<file path="config.mk">
export PLATFORM = sky130hd
export DESIGN_NAME = mmul_seq_ctrl
export DESIGN_NICKNAME = d
export VERILOG_FILES = /design/src/rtl/mmul_seq_ctrl.sv
export SDC_FILE = /design/constraint.sdc
export NUM_CORES = 1
export LEC_CHECK = 0
export ABC_CLOCK_PERIOD_IN_PS = 2840
export CAP_MARGIN = 30
export CORE_UTILIZATION = 29
export CTS_CLUSTER_SIZE = 14
export DETAILED_ROUTE_END_ITERATION = 8
export GPL_TIMING_DRIVEN = 0
export PLACE_DENSITY = 0.95
export SLEW_MARGIN = 5
export SYNTH_ARGS = -nofsm -noshare
export SYNTH_HDL_FRONTEND = slang
export SYNTH_SLANG_ARGS = --single-unit
</file>
<file path="constraint.sdc">
create_clock -name clk -period 2.84 [get_ports clk]
set_input_delay 0.71 -clock clk [delete_from_list [all_inputs] [get_ports clk]]
set_output_delay 0.71 -clock clk [all_outputs]
set_load 0.02 [all_outputs]
</file>
<file path="src/rtl/mmul_seq_ctrl.sv">
// Sequencing controller for C = A x B on DIMxDIM 8-bit matrices through a single shared MAC.
// Optional sticky accumulator-wrap flag (ovf port) is built when MMUL_SEQ_OVF_EN is defined.
module mmul_seq_ctrl #(
  parameter int DIM = 2,
  parameter int AW  = 6
) (
  input  logic          clk,
  input  logic          reset,
  input  logic          start,
  output logic          busy,
  output logic          done,
  output logic [AW-1:0] a_addr,
  output logic [AW-1:0] b_addr,
  input  logic [7:0]    a_data,
  input  logic [7:0]    b_data,
  output logic          mac_clr,
  output logic          mac_en,
  output logic [7:0]    mac_a,
  output logic [7:0]    mac_b,
  input  logic [15:0]   mac_out,
  output logic [AW-1:0] c_addr,
  output logic [15:0]   c_data,
  output logic          c_valid,
  input  logic          c_ready
`ifdef MMUL_SEQ_OVF_EN
  ,
  output logic          ovf
`endif
);

  localparam int IW = (DIM > 1) ? $clog2(DIM) : 1;
  localparam logic [IW-1:0] LAST  = IW'(DIM - 1);
  localparam logic [AW-1:0] DIM_A = AW'(DIM);

  typedef enum logic [2:0] {
    S_IDLE,
    S_CLEAR,
    S_FEED,
    S_DRAIN,
    S_WRITE,
    S_DONE
  } state_t;

  state_t        state_reg, state_next;
  logic [IW-1:0] i_reg, i_next;
  logic [IW-1:0] j_reg, j_next;
  logic [IW-1:0] k_reg, k_next;
  logic          mac_en_reg;

  always_ff @(posedge clk) begin
    if (reset) begin
      state_reg  <= S_IDLE;
      i_reg      <= '0;
      j_reg      <= '0;
      k_reg      <= '0;
      mac_en_reg <= 1'b0;
    end else begin
      state_reg  <= state_next;
      i_reg      <= i_next;
      j_reg      <= j_next;
      k_reg      <= k_next;
      // Memory read latency is one cycle, so the enable trails the address issue.
      mac_en_reg <= (state_reg == S_FEED);
    end
  end

  always_comb begin
    state_next = state_reg;
    i_next     = i_reg;
    j_next     = j_reg;
    k_next     = k_reg;
    case (state_reg)
      S_IDLE: begin
        if (start) begin
          state_next = S_CLEAR;
          i_next     = '0;
          j_next     = '0;
          k_next     = '0;
        end
      end
      S_CLEAR: begin
        state_next = S_FEED;
        k_next     = '0;
      end
      S_FEED: begin
        if (k_reg == LAST) begin
          state_next = S_DRAIN;
          k_next     = '0;
        end else begin
          k_next = k_reg + 1'b1;
        end
      end
      S_DRAIN: begin
        state_next = S_WRITE;
      end
      S_WRITE: begin
        if (c_ready) begin
          if (j_reg == LAST) begin
            j_next = '0;
            if (i_reg == LAST) begin
              i_next     = '0;
              state_next = S_DONE;
            end else begin
              i_next     = i_reg + 1'b1;
              state_next = S_CLEAR;
            end
          end else begin
            j_next     = j_reg + 1'b1;
            state_next = S_CLEAR;
          end
        end
      end
      S_DONE: begin
        state_next = S_IDLE;
      end
      default: begin
        state_next = S_IDLE;
      end
    endcase
  end

  assign busy    = (state_reg != S_IDLE);
  assign done    = (state_reg == S_DONE);
  assign mac_clr = (state_reg == S_CLEAR);
  assign mac_en  = mac_en_reg;
  assign mac_a   = a_data;
  assign mac_b   = b_data;
  assign c_valid = (state_reg == S_WRITE);
  assign c_data  = c_valid ? mac_out : 16'd0;

  // Row-major addressing for all three matrices.
  assign a_addr = AW'(i_reg) * DIM_A + AW'(k_reg);
  assign b_addr = AW'(k_reg) * DIM_A + AW'(j_reg);
  assign c_addr = AW'(i_reg) * DIM_A + AW'(j_reg);

`ifdef MMUL_SEQ_OVF_EN
  logic [15:0] prev_reg;
  logic        mac_en_d_reg;
  logic        ovf_reg;

  // Unsigned products make the accumulator monotonic, so any decrease means it wrapped.
  always_ff @(posedge clk) begin
    if (reset) begin
      prev_reg     <= 16'd0;
      mac_en_d_reg <= 1'b0;
      ovf_reg      <= 1'b0;
    end else begin
      mac_en_d_reg <= mac_en_reg;
      if (mac_clr) begin
        prev_reg <= 16'd0;
      end else if (mac_en_d_reg) begin
        prev_reg <= mac_out;
      end
      if (state_reg == S_IDLE && start) begin
        ovf_reg <= 1'b0;
      end else if (mac_en_d_reg && (mac_out < prev_reg)) begin
        ovf_reg <= 1'b1;
      end
    end
  end

  assign ovf = ovf_reg;
`endif

endmodule

</file>
Word level (Yosys, flattened, before mapping) --
Cells that the tools add are included.
Storage, ports and cells: register bits 7, output and inout port bits 55, bits in latches 0, RAM bits 0, memories 0, bits in read-only memories 0
Cells by class: add/subtract/negate cells 6, reductions and logical operators 8, multipliers 0, shift-type cells 0, mux-type cells 17, div/mod/pow operators 0, order comparisons 0, equal/unequal tests 9, bitwise operators 0
Operator list (count):
- 16-bit 2-to-1 mux | 1
- 3-bit 2-to-1 mux | 5
- 3-bit case mux with 5 select lines | 1
- 2-bit by 1-bit adder with 3-bit output | 3
- 1-bit 2-to-1 mux | 7
- 3-bit by 2-bit equality test with 1-bit output, second input constant | 2
- 3-bit equality test, second input constant | 2
- 3-bit AND reduction | 2
- 3-bit nonzero test | 2
- 2-bit by 1-bit != test with 1-bit output, second input constant | 2
- 2-bit != test, second input constant | 2
- 1-bit case mux with 2 select lines | 2
- 4-bit AND reduction | 1
- 1-bit adder, second input constant | 3
- 3-bit by 1-bit equality test with 1-bit output, second input constant | 1
- 3-bit logical NOT | 1
- 1-bit case mux with 3 select lines | 1
- 2-bit AND reduction | 1
- 2-bit nonzero test | 1

Depth between registers and ports, before layout --
Gate-level depths: netlist (run 1).
word-level depth 5, depth in mapped cells 4

Worst setup path before layout (run 1) --
OpenSTA, ideal clock, no wires.
path type reg-to-output, start point reg state_reg[0], end point out mac_clr, setup slack 1020 ps, required time 2130 ps, data arrival time 1110 ps, path buffers 1, cell stages (with the launch flop) 3, cells stage by stage dfxtp_1 > buf_6 > nor3b_1
Between the ends: cells in the longest elaborated chain, start to end 1
RTL lines:
- start: declaration | RTL line 44 | state_t state_reg, state_next;
- start signal: assignment | RTL line 58 | state_reg <= state_next;
- 3-bit by 1-bit equality test with 1-bit output | RTL line 124 | assign mac_clr = (state_reg == S_CLEAR);
- end: declaration | RTL line 16 | output logic mac_clr,
No other way between the ends.

Worst setup path in the final report (run 1) --
start point reg state_reg[0], end point out c_data[3]
Between the ends: cells in the longest elaborated chain, start to end 2
RTL lines:
- 3-bit equality test | RTL line 128 | assign c_valid = (state_reg == S_WRITE);
- 16-bit 2-to-1 mux | RTL line 129 | assign c_data = c_valid ? mac_out : 16'd0;
- end: declaration | RTL line 22 | output logic [15:0] c_data,
No other way between the ends.

==> results of run 1 <==
-- per-layer routing --
metal	routed length (um)	up-vias
met1	703	340
met3	134	2
met4	9	0
met5	0	-
met2	1030	39
li1	-	420
-- synthesized netlist by cell type (2+ instances only) --
master | n | share of area [%]
buf_4 | 36 | 35
and2_1 | 17 | 14
dfxtp_1 | 7 | 18
nor2_1 | 4 | 1.9
buf_6 | 2 | 2.9
nand2b_1 | 2 | 1.6
nor2b_1 | 2 | 1.6
nor3_1 | 2 | 1.3
nor4b_1 | 2 | 2.3
-- worst reg2reg max path: cells and delay by family, from the launching register on --
family | cells | cell delay, ns
flops | 1 | 0.46
compound gates | 1 | 0.28
buf+inv | 1 | 0.18
simple gates | 2 | 0.10
-- path summary, 6_finish.rpt --
check	from	endpoint	slack [ns]	cells after the start
setup reg to reg	state_reg[0]	k_reg	1.70	4
setup / recovery	state_reg[0]	c_data[3]	0.19	4
hold reg to reg	i_reg	i_reg	0.54	2
hold / removal	i_reg	i_reg	0.54	2
-- cells by family (layout without fill, tap and decap cells) --
logic type             Yosys count  after routing  share of synthesized area (%)
buffers and inverters           38            104                           38.0
AND/OR/NAND/NOR                 37             37                           31.2
AO/OA/AOI/OAI                   10             10                           9.74
flip-flops                       7              7                           18.2
other                            1             12                          0.487
XOR/XNOR                         1              1                           1.14
multiplexers                     1              1                           1.30
-- report_power, final --
| group | internal [mW] | switching (mW) |
|---|---|---|
| Clock | 0.0537 | 0.0374 |
| Sequential | 0.104 | 0.00766 |
| Combinational | 0.110 | 0.0793 |
-- area by class of cell --
type                    count  share of cell area, %
clock buffers               4                   1.76
multi-input cells          61                   25.3
flip-flops and latches      7                   9.36
well taps                  30                   2.51
repair buffers             62                   41.5
plain buffers              38                   19.6
==> metrics.txt, run 1 <==
dpl hpwl 1.59 mm; CTS-repair resized insts 0; total number of yosys warnings 0; leading cell type in the layout, fill and taps excluded clkdlybuf4s50_1; CP top delay family buffers and inverters; DP Cell Count about 200; post-synthesis cell count 95; number of nets at the end of the flow ~210; die width 53.6 um; required time at the worst-slack endpoint 2.13 ns; routability cong. between 0.7 and 0.8; result of the run finished, final reports clean; GRT Overall Usage 12.2%; Worst Setup Start Kind flop; routed wire length 1.87 mm; clock period minus final worst setup slack between 2 and 3 ns; portion of the post-synthesis area used by sequential elements 18.2%; number of remaining DRC errors 0; share of the core filled with cells in the final layout approximately 60%; buffering stage count on the worst path with inverters included 2; final cell count without fillers 202; fraction of layout cells with a size suffix above 1 between 20% and 30%; fill cell count around 230; grt ovf 0; final antenna-violating net count 0; Rows 18; sort of element at the end of the critical path output port; clock transition at the register clock pins on the worst setup and hold paths after CTS approximately 0.05 ns; dpl ws around 0.23 ns; Chip Height about 54 um; I/O pin total 91; total power divided by cell area approximately 260 nW/um2; global-route wire length before repair ~2.5 mm; post-placement cell area roughly 1500 um2; largest fanout on the critical path 10; Buffers on Ports 62; vias per cell 3.97; Max rail drop VDD ~0.21 mV; initial core utilization between 30% and 40%; Setup violations, final 0; count of unique library cells instantiated by Yosys 30; met3 track demand over resource in global routing roughly 5.6%; CTS Buf Count 3; vias in the first global route between 600 and 700; Max Clock Skew 0.00202 ns; Multi-input gate area roughly 380 um2; count of inserted antenna diode cells 0; total vias in the final route between 800 and 900; insertion delay to the later sink of the worst-skew pair between 0.2 and 0.3 ns; met2 Usage GRT between 20% and 30%; CTS hold repair buffers 0; Worst Hold Margin around 0.54 ns; core area approximately 2500 um2; Setup TNS 0 ns; unrepaired setup endpoints after global routing false; Area growth, synth to finish 94.2%; First DRT Iteration DRCs 3; final setup slack of the worst path between 0.15 and 0.2 ns; count of flip-flops with a built-in enable after synthesis 0; number of flip-flops in the largest register 3; Total Die Area ~2900 um2; average wire per standard cell 9.28 um; leakage power figure 0.665 nW; Root Buffer clkbuf_4; Max clock buf depth 2; number of storage elements in the synthesis netlist 7; first-pass iteration count of the detailed router 2; final instance area 1500 um2; CTS tree built; Pins Over Slew Limit 0; CTS Sinks 7; Setup Crit Path Kind reg2out; ratio of final minimum period to clock period 93.3%; worst hold path class reg2reg; Max Freq between 300 and 400 MHz; number of endpoints with negative hold slack in the final report 0; pin count of the biggest net entering global routing 11; Syn Area/Cell about 8.1 um2; Post-synth ARST share 0%; footprint of the flip-flops and latches ~140 um2; slowest stage cell, crit path clkdlybuf4s50_1; highest-utilization routing layer at the global route stage met2; commonest cells after routing, fill and taps aside clkdlybuf4s50_1, buf_4, and2_1, conb_1, dfxtp_1; arrival time worst endpoint about 1.9 ns; dominant register cell in the synthesized netlist dfxtp_1; postcts setup bufs 0; met1 GRT Util 12.1%; number of antenna violations at the first check in global routing 0; maximum cell stage delay along the critical path 0.61 ns; total design power ~390 uW; combined area of all synthesized cells about 770 um2; Max-cap violations 0; cell-by-cell listing of the critical path nor3b_4 -> buf_4 -> and2_1 -> clkdlybuf4s50_1; CTS H-tree lvls 1
Note: power is estimated with default switching activity, not from simulation.
==> inputs of run 2 (changes only) <==
Settings changed: CAP_MARGIN 30 to 40, CORE_MARGIN from default to 2.
==> metrics.txt, run 2 (same netlist as run 1, synthesis figures left out) <==
leakage power figure ~0.67 nW; die width about 56 um; Chip Height around 56 um; largest fanout on the critical path 10; uppermost routed layer met4; met3 routed WL about 140 um; clock period minus final worst setup slack around 2.7 ns; core area around 2500 um2; Setup violations, final 0; worst hold path class reg2reg; reg-to-reg endpoint k_reg; routed wire length on met2 between 1 and 1.5 mm; pin count of the biggest net entering global routing 11; Max Freq approximately 380 MHz; WP depth 4; ratio of final minimum period to clock period about 93%; CTS tree built; vias in the first global route approximately 770; share of the core filled with cells in the final layout 59.9%; buffering stage count on the worst path with inverters included 2; final antenna-violating net count 0; I/O pin total 91; count of inserted antenna diode cells 0; result of the run finished, final reports clean; Max Clock Skew a little under 0.001 ns; Setup TNS 0 ns; global-route wire length before repair roughly 3.3 mm; CTS Buf Count 3; first-pass iteration count of the detailed router 2; critical path startpoint state_reg[0]; clock transition at the register clock pins on the worst setup and hold paths after CTS about 0.05 ns; maximum cell stage delay along the critical path approximately 0.6 ns; commonest cells after routing, fill and taps aside clkdlybuf4s50_1, buf_4, and2_1, conb_1, dfxtp_1; insertion delay to the later sink of the worst-skew pair between 0.2 and 0.3 ns; Max-cap violations 0; CTS Sinks 7; CTS-repair resized insts 0; total vias in the final route between 800 and 900; CTS H-tree lvls 1; number of remaining DRC errors 0; Root Buffer clkbuf_4; unrepaired setup endpoints after global routing false; Pins Over Slew Limit 0; cell-by-cell listing of the critical path nor3b_4 -> buf_4 -> and2_1 -> clkdlybuf4s50_1; grt ovf 0; Reg2Reg Setup Slack ~1.7 ns; arrival time worst endpoint approximately 1.9 ns; number of endpoints with negative hold slack in the final report 0; number of flip-flops in the largest register 3; CTS hold repair buffers 0; initial core utilization 30.8%; depth of the worst register-to-register path 4; Worst Setup Start Kind flop; dpl hpwl 1.80 mm; Hold Path Depth 2; Setup Crit Path Kind reg2out; Max rail drop VDD a little over 0.2 mV; sort of element at the end of the critical path output port; Worst Hold Margin 0.542 ns; CP top delay family buffers and inverters; vias per cell a little over 4; routability cong. roughly 0.8; leading cell type in the layout, fill and taps excluded clkdlybuf4s50_1; Critical R2R Launch state_reg[0]; Metal-1 WL 721 um; GRT Overall Usage between 10% and 20%; fraction of layout cells with a size suffix above 1 27.3%; Rows 18; slowest stage cell, crit path clkdlybuf4s50_1; last element of the critical path c_data[13]; postcts setup bufs 0; First DRT Iteration DRCs 5; Max clock buf depth 2; Area growth, synth to finish 94.2%; number of antenna violations at the first check in global routing 0; routed wire length approximately 2.1 mm; number of nets at the end of the flow 209; average wire per standard cell a little over 10 um; Multi-input gate area 379 um2; required time at the worst-slack endpoint 2.13 ns; footprint of the flip-flops and latches ~140 um2; fill cell count between 200 and 250; Buffers on Ports 62; Total Die Area 3090 um2; total power divided by cell area ~260 nW/um2
==> run 2: cell counts in the layout (fill, tap and decap cells not counted) <==
No cell type changed its count.
==> run 2: routing by layer <==
metal / vias up / global-route usage (%)
li1: 424 / -
met5: - / 0
met2: 35 / 26.2
met1: 353 / 13.6
met3: 2 / 4.68
met4: 0 / 4.18
==> run 2: metrics by stage <==
step	std cells	area, um2	total power, mW	setup WS (ns)
floorplan	106	812	0.227	1.02
finish	202	1500	0.393	0.190
global placement	198	1470	0.300	0.250
detailed placement	198	1470	0.304	0.232
global route	202	1500	0.414	0.0715
CTS	202	1500	0.398	0.149
==> run 2: worst min-delay path by stage <==
stage	start	to	slack, ns
5_1_grt	j_reg	j_reg	0.61
4_1_cts	i_reg	i_reg	0.55
6_report	i_reg	i_reg	0.54
3_3_place_gp	i_reg	i_reg	0.52
3_5_place_dp	i_reg	i_reg	0.55
2_1_floorplan	i_reg	i_reg	0.50
==> run 2: report_power, final <==
group          internal, mW  total [mW]  leakage [nW]  switching, mW
Combinational         0.110       0.190         0.593         0.0800
Sequential            0.104       0.112        0.0569        0.00776
Clock                0.0537      0.0914        0.0150         0.0377
==> run 2: final cells by class <==
class	count	share of cell area, %
well taps	30	2.51
flip-flops and latches	7	9.36
repair buffers	62	41.5
plain buffers	38	19.6
multi-input cells	61	25.3
clock buffers	4	1.76
==> run 2: worst register-to-register path: cells and delay by family, from the launching register on <==
family	cells	cell delay [ns]
AO/OA/AOI/OAI	1	0.30
buffers and inverters	1	0.19
flip-flops	1	0.47
AND/OR/NAND/NOR	2	0.11
==> inputs of run 3 (changes only) <==
Settings changed: SKIP_LAST_GASP from default to 1.
==> results of run 3 <==
The final DEF is identical to that of run 2; final timing and power are the same.
